==> config.mk <==
export PLATFORM = sky130hd
export DESIGN_NAME = multi_dose_scheduler
export DESIGN_NICKNAME = d
export VERILOG_FILES = /design/src/rtl/multi_dose_scheduler.sv
export SDC_FILE = /design/constraint.sdc
export NUM_CORES = 1
export LEC_CHECK = 0
export ABC_AREA = 1
export ABC_CLOCK_PERIOD_IN_PS = 4150
export CORE_MARGIN = 3
export CORE_UTILIZATION = 50
export DETAILED_ROUTE_END_ITERATION = 8
export DONT_BUFFER_PORTS = 1
export GPL_TIMING_DRIVEN = 1
export SLEW_MARGIN = 0
export SYNTH_ARGS = -nofsm -noshare
export SYNTH_HDL_FRONTEND = slang
export SYNTH_SLANG_ARGS = --single-unit
==> constraint.sdc <==
create_clock -name Clk -period 4.15 [get_ports Clk]
set_clock_uncertainty 0.15 [all_clocks]
set_input_delay 1.0375 -clock Clk [delete_from_list [all_inputs] [get_ports Clk]]
set_output_delay 1.0375 -clock Clk [all_outputs]
set_load 0.005 [all_outputs]
==> src/rtl/multi_dose_scheduler.sv <==
// N-slot medicine dose scheduler: per-slot countdown, due/grace/missed
// tracking and a zero-latency display mux for one selected slot.
module multi_dose_scheduler #(
  parameter int NUM_SLOTS = 4,
  parameter int ID_W      = 4,
  parameter int INT_W     = 8,
  parameter int TICK_DIV  = 50_000_000,
  parameter int GRACE     = 3,
  parameter int MISS_W    = 4
) (
  input  logic                 Clk,
  input  logic                 Rst,
  input  logic                 Prog_Valid,
  input  logic [3:0]           Prog_Slot,
  input  logic [ID_W-1:0]      Prog_MedID,
  input  logic [INT_W-1:0]     Prog_Interval,
  input  logic                 Ack_Valid,
  input  logic [3:0]           Ack_Slot,
  input  logic [3:0]           Disp_Slot,
  output logic [NUM_SLOTS-1:0] Due_Led,
  output logic [NUM_SLOTS-1:0] Missed_Led,
  output logic                 Alarm,
  output logic                 Prog_Err,
  output logic                 Ack_Err,
  output logic [ID_W-1:0]      Disp_MedID,
  output logic [INT_W-1:0]     Disp_TimeRem,
  output logic [MISS_W-1:0]    Disp_Missed
);

  localparam int PS_W = $clog2(TICK_DIV);
  localparam int GR_C = $clog2(GRACE + 1);
  localparam int GR_W = (GR_C > 2) ? GR_C : 2;
  localparam logic [PS_W-1:0] PS_MAX = PS_W'(TICK_DIV - 1);
  localparam logic [GR_W-1:0] GR_INIT = GR_W'(GRACE);

  typedef enum logic [1:0] {
    ST_IDLE,
    ST_COUNT,
    ST_DUE,
    ST_MISSED
  } state_e;

  state_e              st_q   [NUM_SLOTS];
  state_e              st_d   [NUM_SLOTS];
  logic [ID_W-1:0]     med_q  [NUM_SLOTS];
  logic [ID_W-1:0]     med_d  [NUM_SLOTS];
  logic [INT_W-1:0]    intv_q [NUM_SLOTS];
  logic [INT_W-1:0]    intv_d [NUM_SLOTS];
  logic [INT_W-1:0]    rem_q  [NUM_SLOTS];
  logic [INT_W-1:0]    rem_d  [NUM_SLOTS];
  logic [GR_W-1:0]     gr_q   [NUM_SLOTS];
  logic [GR_W-1:0]     gr_d   [NUM_SLOTS];
  logic [MISS_W-1:0]   miss_q [NUM_SLOTS];
  logic [MISS_W-1:0]   miss_d [NUM_SLOTS];

  logic [PS_W-1:0] ps_q, ps_d;
  logic            prog_err_q, prog_err_d;
  logic            ack_err_q, ack_err_d;
  logic            tick;
  logic            prog_in;
  logic            ack_ok;

  always_comb begin
    tick    = (ps_q == PS_MAX);
    ps_d    = tick ? '0 : ps_q + PS_W'(1);
    prog_in = {1'b0, Prog_Slot} < 5'(NUM_SLOTS);
    ack_ok  = 1'b0;
    for (int i = 0; i < NUM_SLOTS; i++) begin
      if (Ack_Slot == 4'(i) &&
          (st_q[i] == ST_DUE || st_q[i] == ST_MISSED))
        ack_ok = 1'b1;
    end
    prog_err_d = Prog_Valid && !prog_in;
    ack_err_d  = Ack_Valid && !ack_ok;

    for (int i = 0; i < NUM_SLOTS; i++) begin
      st_d[i]   = st_q[i];
      med_d[i]  = med_q[i];
      intv_d[i] = intv_q[i];
      rem_d[i]  = rem_q[i];
      gr_d[i]   = gr_q[i];
      miss_d[i] = miss_q[i];
      // Program beats ack beats tick on the same slot
      if (Prog_Valid && Prog_Slot == 4'(i)) begin
        if (Prog_Interval == '0) begin
          st_d[i]   = ST_IDLE;
          med_d[i]  = '0;
          intv_d[i] = '0;
          rem_d[i]  = '0;
          gr_d[i]   = '0;
          miss_d[i] = '0;
        end else begin
          st_d[i]   = ST_COUNT;
          med_d[i]  = Prog_MedID;
          intv_d[i] = Prog_Interval;
          rem_d[i]  = Prog_Interval;
          gr_d[i]   = '0;
          miss_d[i] = '0;
        end
      end else if (Ack_Valid && Ack_Slot == 4'(i) &&
                   (st_q[i] == ST_DUE ||
                    st_q[i] == ST_MISSED)) begin
        st_d[i]  = ST_COUNT;
        rem_d[i] = intv_q[i];
        gr_d[i]  = '0;
      end else if (tick) begin
        case (st_q[i])
          ST_COUNT: begin
            if (rem_q[i] > INT_W'(1)) begin
              rem_d[i] = rem_q[i] - INT_W'(1);
            end else begin
              st_d[i]  = ST_DUE;
              rem_d[i] = '0;
              gr_d[i]  = GR_INIT;
            end
          end
          ST_DUE: begin
            if (gr_q[i] > GR_W'(1)) begin
              gr_d[i] = gr_q[i] - GR_W'(1);
            end else begin
              st_d[i] = ST_MISSED;
              gr_d[i] = '0;
              if (miss_q[i] != '1)
                miss_d[i] = miss_q[i] + MISS_W'(1);
            end
          end
          default: ;
        endcase
      end
    end
  end

  always_ff @(posedge Clk) begin
    if (Rst) begin
      ps_q       <= '0;
      prog_err_q <= 1'b0;
      ack_err_q  <= 1'b0;
      for (int i = 0; i < NUM_SLOTS; i++) begin
        st_q[i]   <= ST_IDLE;
        med_q[i]  <= '0;
        intv_q[i] <= '0;
        rem_q[i]  <= '0;
        gr_q[i]   <= '0;
        miss_q[i] <= '0;
      end
    end else begin
      ps_q       <= ps_d;
      prog_err_q <= prog_err_d;
      ack_err_q  <= ack_err_d;
      for (int i = 0; i < NUM_SLOTS; i++) begin
        st_q[i]   <= st_d[i];
        med_q[i]  <= med_d[i];
        intv_q[i] <= intv_d[i];
        rem_q[i]  <= rem_d[i];
        gr_q[i]   <= gr_d[i];
        miss_q[i] <= miss_d[i];
      end
    end
  end

  always_comb begin
    Due_Led      = '0;
    Missed_Led   = '0;
    Disp_MedID   = '0;
    Disp_TimeRem = '0;
    Disp_Missed  = '0;
    for (int i = 0; i < NUM_SLOTS; i++) begin
      Due_Led[i]    = (st_q[i] == ST_DUE);
      Missed_Led[i] = (st_q[i] == ST_MISSED);
      if (Disp_Slot == 4'(i)) begin
        Disp_MedID  = med_q[i];
        Disp_Missed = miss_q[i];
        if (st_q[i] == ST_COUNT)
          Disp_TimeRem = rem_q[i];
      end
    end
    Alarm    = (|Due_Led) | (|Missed_Led);
    Prog_Err = prog_err_q;
    Ack_Err  = ack_err_q;
  end

endmodule

==> impl_metrics.ini <==
[sta]
hold_viol_final = 0
slew_headroom_pct = 57.3
rsz0062_at_grt = no
hold_ws_ps = 312
fin_crit_ps = 3480
setup_tns_ps = 0
worst_pin_slew_ps = 639
drv_slew = 0
clock.fmax_mhz = 288
fin_crit_sh_pct = 83.8
setup-violations-final = 0
worst_slack_ps = 674

[setup_path]
critPathLaunchType = primary input
crit_path_end_kind = output pin
r2r_end = ps_q[3]$_SDFF_PP0_
critPathKind = primary input to output pin
rr_worst_depth = 9
reg2reg_from = ps_q[0]$_SDFF_PP0_
cp.required_ps = 2960
r2r_setup_slack_ps = 1850
arrival_ps = 2290
crit_fanout = 6

[global_route]
grt_pass1_wl_um = 36900
grt_use_total_pct = 26.2
grt-ovfl-total = 0
grt_max_degree = 37
antenna_found_initial = 0
grt_pass1_vias = 7101

[route]
ant_nets = 0
viasPerCell = 5.43
drt-initial-drc-count = 524
routedWlPerCell_um = 15.8
drt-total-wl_um = 22800
drc_errors = 0
dr.pass1.iters = 6
vias = 7850

[clock_network]
cts_root_buffer = clkbuf_16
cts_tree = built
clock_path_buffers = 2
ctsHoldBuffers = 0
clk-insertion-delay-late_ps = 430
cts_sinks = 140
cts_setup_buffers = 0
cts_max_level = 4
cts_resized = 0
clk_pin_slew_ps = 60
cts-buffers-inserted = 17

[layout]
final_common_cell = nand2_1
finish.utilization_pct = 57.2
drive_above_1_share_pct = 6.88
fin_area_um2 = 8790
fillers = 1535
final_cell_mix = nand2_1, nor2_1, inv_1
nets = 1265
n_antenna_cell = 0
areaGrowthSynthToFinish_pct = 10.7

[floorplanning]
placementRows = 45
core_um2 = 15400
initial_core_util_pct = 51.7
die_w_um = 132
die_h_um = 132
ioPinCount = 55
fp.dieArea_um2 = 17400

[run]
max_cap_violations = 0

[hold_path]
hold_path_class = flip-flop to flip-flop
min_from = intv_q[2][0]$_SDFFE_PP0P_
min_to = intv_q[2][0]$_SDFFE_PP0P_
whs_path_depth = 2

[logic_synthesis]
ys_seq_elements = 140
synth_compound_area_share_pct = 16.1
syn-mean-instance-area_um2 = 6.54
synth_top_area_share_pct = 35.3
yosys.area_share.adder_pct = 2.05
synth_top_family_by_area = simple AND/OR/NAND/NOR gates
syn_nets = 1255
syn-cell-area_um2 = 7940
synth.yosys.warnings = 0
synth_xor_xnor_area_share_pct = 3.42
synthSimpleGateAreaFrac_pct = 33.6
ys_seq_area_share_pct = 35.3
synth_top_flop_cell = dfxtp_1
async_reset_ff_share_pct = 0
ys_top_cells_by_area = dfxtp_1, nand2_1, nor2_1
synth_mux_area_share_pct = 0
synth-edff-count = 0
syn_inst = 1214
ys_types = 42
synth_top_area_cell = dfxtp_1

[pwr]
ir_drop_uv = 283
p_leak_nw = 3.55
cellPowerDensity_nw_per_um2 = 354

[status]
outcome = finished clean

[placement]
port_buffers = 0
dp_hpwl_um = 17000
pre_cts_slack_ps = 688
gp_congestion = 0.919
placed_area_um2 = 8200
-- cells in the mapped netlist (2+ instances only) --
cell type and count:
xor2_1 21, buf_2 4, xnor2_1 10, nand3_1 58
clkinv_1 2, or2_2 3, nor2_4 8, nor3_2 3
o22ai_1 27, nand3_2 4, nand2_4 3, a22o_1 4
nor3b_1 4, nor2_2 7, o21ai_0 82, inv_2 8
buf_6 2, ha_1 13, a31oi_1 16, a21oi_1 82
nand2_1 245, o21a_1 2, or2_0 3, dfxtp_1 140
nor3_1 35, nand4_1 32, nand3b_1 3, o211ai_1 2
nand2_2 5, clkbuf_1 15, o21ai_1 17, nand4_2 2
nor2_1 182, inv_1 162
-- worst max-delay path: stages --
cell,delay [ps]
nor2_1,320
inv_1,120
nor3_1,150
buf_4,180
nand2_1,130
o21ai_0,350
-- cell families (layout without fill, tap and decap cells) --
logic type / after synthesis / in the layout
simple gates: 599 / 599
compound gates: 236 / 236
buf+inv: 195 / 217
flops: 140 / 140
xor+xnor: 31 / 31
fa+ha+maj: 13 / 13
-- sequential cells by signal, indices dropped and copies added (netlist names) --
name,count
miss_q,16
ps_q,26
gr_q,8
Ack_Err,1
st_q,8
rem_q,32
Prog_Err,1
med_q,16
intv_q,32
-- per-layer routing --
layer	wire [um]	GRT usage [%]
met3	1620	5.27
met2	10200	40.6
met4	373	7.70
met1	10700	37.0
met5	0	0
-- area by class of cell --
type                            instances  area (um2)  share of cell area, %
Timing Repair Buffer                   13        97.6                   1.11
Sequential cell                       140        2800                   31.9
Clock buffer                           24         482                   5.48
Clock inverter                          7         113                   1.28
Tap cell                              211         264                   3.00
Multi-Input combinational cell        879        4380                   49.8
Inverter                              173         651                   7.40
-- worst max-delay path by stage --
stage	slack, ps	end	start
final	670	Disp_TimeRem[0]	Disp_Slot[3]
after floorplan	890	Disp_TimeRem[0]	Disp_Slot[3]
after global placement	670	Disp_TimeRem[7]	Disp_Slot[3]
after global routing	430	Disp_TimeRem[0]	Disp_Slot[3]
after detailed placement	690	Disp_TimeRem[1]	Disp_Slot[3]
after CTS	680	Disp_TimeRem[1]	Disp_Slot[3]
-- through the flow --
stage	total power [mW]	cells
2_1_floorplan	1.52	1214
3_3_place_gp	1.56	1416
3_5_place_dp	1.56	1416
4_1_cts	3.14	1447
5_1_grt	3.21	1447
6_report	3.12	1447
-- power by group --
group / internal [mW] / switching, mW / total (mW) / leakage (nW)
clock: 0.987 / 0.592 / 1.58 / 0.290
combinational: 0.0518 / 0.114 / 0.166 / 2.13
sequential: 1.36 / 0.0118 / 1.37 / 1.13
Note: power is estimated with default switching activity, not from simulation.
